**src/rtl/hwpe_stream_addressgen_sched.sv**
```systemverilog
// Job scheduler for a shared address generator.
// Round-robin arbitration over NB_REQ requesters: grant, clear/presample, run until the
// address generator reports done, then pulse the requester's done strobe.
module hwpe_stream_addressgen_sched #(
  parameter int unsigned NB_REQ = 2,
  parameter int unsigned ID_W   = (NB_REQ > 1) ? $clog2(NB_REQ) : 1,
  parameter type ctrl_addressgen_v3_t = logic [31:0]
) (
  input  logic                clk_i,
  input  logic                rst_ni,
  input  logic                clear_i,
  input  logic                enable_i,
  input  logic [NB_REQ-1:0]   req_valid_i,
  output logic [NB_REQ-1:0]   req_ready_o,
  input  ctrl_addressgen_v3_t req_ctrl_i [NB_REQ],
  output logic [NB_REQ-1:0]   req_done_o,
  output ctrl_addressgen_v3_t ag_ctrl_o,
  output logic                ag_clear_o,
  output logic                ag_presample_o,
  output logic                ag_enable_o,
  input  logic                ag_done_i,
  output logic                busy_o,
  output logic [ID_W-1:0]     cur_id_o
);

  typedef enum logic [1:0] {StIdle, StClear, StRun, StDone} state_e;

  localparam logic [ID_W-1:0] LastInit = ID_W'(NB_REQ - 1);

  state_e              state_q, state_d;
  logic [ID_W-1:0]     last_q, last_d;
  logic [ID_W-1:0]     cur_q, cur_d;
  ctrl_addressgen_v3_t ctrl_q, ctrl_d;
  logic [NB_REQ-1:0]   done_q, done_d;

  logic                grant_found;
  logic [ID_W-1:0]     grant_id;
  logic [ID_W-1:0]     cand;

  // Round-robin search: upward from last_q+1, wrapping; depends on valid only, never on ctrl.
  always_comb begin
    grant_found = 1'b0;
    grant_id    = '0;
    cand        = '0;
    for (int unsigned i = 1; i <= NB_REQ; i++) begin
      cand = ID_W'((32'(last_q) + i) % NB_REQ);
      if (!grant_found && req_valid_i[cand]) begin
        grant_found = 1'b1;
        grant_id    = cand;
      end
    end
  end

  // FSM next state and Moore/Mealy outputs; everything is quiet while reset is asserted.
  always_comb begin
    state_d        = state_q;
    last_d         = last_q;
    cur_d          = cur_q;
    ctrl_d         = ctrl_q;
    done_d         = '0;
    req_ready_o    = '0;
    ag_clear_o     = 1'b0;
    ag_presample_o = 1'b0;
    ag_enable_o    = 1'b0;
    if (!rst_ni) begin
      state_d = StIdle;
    end else if (clear_i) begin
      // Abort wins over stall; last_q is kept so fairness survives the abort.
      state_d    = StIdle;
      ag_clear_o = 1'b1;
    end else begin
      unique case (state_q)
        StIdle: begin
          if (enable_i && grant_found) begin
            req_ready_o[grant_id] = 1'b1;
            ctrl_d                = req_ctrl_i[grant_id];
            cur_d                 = grant_id;
            last_d                = grant_id;
            state_d               = StClear;
          end
        end
        StClear: begin
          if (enable_i) begin
            ag_clear_o     = 1'b1;
            ag_presample_o = 1'b1;
            state_d        = StRun;
          end
        end
        StRun: begin
          ag_enable_o = enable_i;
          if (enable_i && ag_done_i) state_d = StDone;
        end
        StDone: begin
          if (enable_i) begin
            done_d[cur_q] = 1'b1;
            state_d       = StIdle;
          end
        end
        default: state_d = StIdle;
      endcase
    end
  end

  // State registers; done strobe is registered so it leaves one cycle after DONE.
  always_ff @(posedge clk_i or negedge rst_ni) begin
    if (!rst_ni) begin
      state_q <= StIdle;
      last_q  <= LastInit;
      cur_q   <= '0;
      ctrl_q  <= '0;
      done_q  <= '0;
    end else begin
      state_q <= state_d;
      last_q  <= last_d;
      cur_q   <= cur_d;
      ctrl_q  <= ctrl_d;
      done_q  <= done_d;
    end
  end

  assign req_done_o = done_q & {NB_REQ{~clear_i}};
  assign ag_ctrl_o  = ctrl_q;
  assign busy_o     = (state_q != StIdle);
  assign cur_id_o   = cur_q;

endmodule

```
**config.mk**
```make
export PLATFORM = sky130hd
export DESIGN_NAME = hwpe_stream_addressgen_sched
export DESIGN_NICKNAME = d
export VERILOG_FILES = /design/src/rtl/hwpe_stream_addressgen_sched.sv
export SDC_FILE = /design/constraint.sdc
export NUM_CORES = 1
export LEC_CHECK = 0
export CAP_MARGIN = 40
export CORE_ASPECT_RATIO = 0.7
export CORE_MARGIN = 4
export CORE_UTILIZATION = 41
export CTS_CLUSTER_SIZE = 20
export DETAILED_ROUTE_END_ITERATION = 8
export PLACE_DENSITY = 0.89
export SYNTH_ARGS = -nofsm -noshare
export SYNTH_HDL_FRONTEND = slang
export SYNTH_SLANG_ARGS = --single-unit
```
**constraint.sdc**
```tcl
create_clock -name clk_i -period 4.3 [get_ports clk_i]
set_input_delay 0.645 -clock clk_i [delete_from_list [all_inputs] [get_ports clk_i]]
set_output_delay 0.645 -clock clk_i [all_outputs]
set_load 0.05 [all_outputs]
```
==> qor.csv <==
metric,value,unit
Final WS setup,767,ps
Comb pwr share,0.506,
clock-pin transition on the worst setup and hold timing paths,70,ps
power share of the clock group,0.176,
setup TNS,0,ps
Switch Pwr,652,uW
Buffers on Ports,111,
setup violators final,0,
Crit Path Category,in -> out,
top post-synthesis cells by count,"mux2_2, dfrtp_1, inv_1, ha_1, nor2b_1",
Ports,112,
layout overhead on the synthesized area,63.9,%
skew final,2.93,ps
Root Driver,clkbuf_8,
Antenna Cells,0,
syn_area_per_cell,13.7,um2
Setup crit end,req_ready_o[1],
Critical Path Start Type,input pin,
status,"finished, final reports clean",
Hold Path Class,in -> async,
Crit Reg-Reg Startpoint,state_q[0]$_DFFE_PN0P_,
pin count of the biggest net entering global routing,36,
Post-synth EDFFs,0,
Tcrit/Tclk final,0.822,
clock sinks,38,
RSZ-0062 raised after global routing,no,
Post-Syn Area,0.00199,mm2
Post-Place Cells,308,
"FF+latch count, synth",38,
core area,0.00450,mm2
proportion of layout cells with a drive suffix above 1,0.310,
Yosys warnings,0,
Rows,20,
"count leader, synth",mux2_2,
Sw Ratio,0.406,
Die Area,0.00606,mm2
vias in the first global route,1729,
synth top area cells,"dfrtp_1, mux2_2, ha_1, buf_6, nor2b_1",
DRT antenna net count,0,
R2R setup slack,2280,ps
Final #Nets,336,
Worst EP arrival,2890,ps
initial antenna violation count,0,
highest net fanout along the worst path,13,
Yosys top cell by area,dfrtp_1,
GRT Util Overall,0.182,
WHS,183,ps
CTS tree,yes,
Die H,66.3,um
# hold bufs at CTS,0,
total grt overflow,0,
clk_lat worst skew,280,ps
Syn Nets,221,
first-pass detailed-route iteration total,4,
Final Hold Fails,0,
Vias,1556,
GP Congestion,0.734,
Residual DRC,0,
die width,91.3,um
HPWL Detailed,4000,um
Final min period,3530,ps
Starting Density,0.443,
Worst slew margin,0.638,
Clock Path Buffers,2,
sequential share of the synthesized area,0.478,
fmax,283,MHz
first-pass GRT wire length,8680,um
Crit. End Element,output pin,
Worst Tran Pin Value,541,ps
power density cells,491,mW/mm2
# Post-CTS Setup Buffers,0,
non-filler instance count after layout,316,
beginning of the critical path,enable_i,
Cells after Synth,145,
CTS H-tree depth,2,
Worst R2R Path Depth,6,
Vias/cell,4.92,
max-slew violations,0,
drt wl/cell,15.9,um
Synth async-reset ratio,1.00,
initial DRC count,27,
Synth top area share,0.465,
Int Pwr,953,uW
max_cap viols,0,
worst vdd ir,0.000341,V
Resized Gates After CTS,0,
TritonCTS Buffers,5,
sequential share of power,0.319,
main flop type after synthesis,dfrtp_1,
Yosys cell types,23,
"worst slack, placed",738,ps
RR Endpoint,ag_ctrl_o[11]$_DFFE_PN0P_,
Static Leak,1.35,nW
final WL,5020,um
"Data required, critical path",3650,ps
## sequential cells by signal, summed over array words and instances, names as in the netlist
register	flops
ag_ctrl_o	32
cur_id_o	1
done_q	2
last_q	1
state_q	2
## area by class of cell
type                            instances  area (um2)
Timing Repair Buffer                  115        1140
Clock buffer                            8         110
Inverter                                6        22.5
Sequential cell                        38         952
Tap cell                               55        68.8
Fill cell                             337        1240
Multi-Input combinational cell         94         977
## worst min path at each step
stage	start	cells after the start	to	slack [ps]
6_report	rst_ni	1	ag_ctrl_o[14]$_DFFE_PN0P_	180
3_5_place_dp	rst_ni	1	ag_ctrl_o[14]$_DFFE_PN0P_	480
3_3_place_gp	rst_ni	1	ag_ctrl_o[14]$_DFFE_PN0P_	470
4_1_cts	rst_ni	1	ag_ctrl_o[14]$_DFFE_PN0P_	180
5_1_grt	rst_ni	1	ag_ctrl_o[14]$_DFFE_PN0P_	180
2_1_floorplan	rst_ni	0	ag_ctrl_o[0]$_DFFE_PN0P_	350
## cell usage in the layout (no fill, tap or decap), drive strengths merged
cell,n
and3,2
nand3,1
buf,5
nor2b,5
mux2i,2
o21ai,2
a21oi,1
and2,1
mux2,66
dfrtp,37
clkdlybuf4s50,110
nor2,2
nor4b,1
or3,1
inv,6
dfstp,1
a21boi,1
nand2,3
ha,5
a222oi,1
clkbuf,8
## routing by layer
| layer | wire length (um) | share of wire | GRT usage | up-vias |
|---|---|---|---|---|
| met3 | 464 | 0.092 | 0.0660 | 2 |
| met5 | 0 | 0 | 0 | - |
| li1 | - | - | - | 740 |
| met2 | 2270 | 0.45 | 0.291 | 70 |
| met1 | 2270 | 0.45 | 0.237 | 744 |
| met4 | 12 | 0.0024 | 0.0395 | 0 |
## critical path, cell delays in order
cell and delay [ps]:
clkdlybuf4s50_1 570, o21ai_2 110, nor4b_4 340, buf_4 270, and2_1 150, clkdlybuf4s50_1 800
## logic make-up (layout without fill, tap and decap cells)
group                    after synthesis  in the layout  synth area share
adder cells (fa/ha/maj)                5              5            0.0314
AND/OR/NAND/NOR                       16             16            0.0521
flip-flops                            38             38             0.478
multiplexers                          68             68             0.383
AO/OA/AOI/OAI                          5              5            0.0182
buffers and inverters                 13            129            0.0377
## power by group through the flow
stage	combinational, mW	clock [mW]	sequential, mW
after global placement	0.811	0	0.515
after CTS	0.821	0.290	0.513
after global routing	0.853	0.305	0.528
after floorplan	0.168	0	0.852
final	0.812	0.282	0.512
after detailed placement	0.818	0	0.519
## metrics by stage
stage                     instance area, um2  power, mW   util
after floorplan                         1990       1.02      -
after global placement                  3160       1.33  0.701
after detailed placement                3160       1.34  0.701
after CTS                               3270       1.62  0.725
after global routing                    3270       1.69  0.725
final                                   3270       1.61  0.725
No activity file was read; power rests on OpenSTA's default activity.
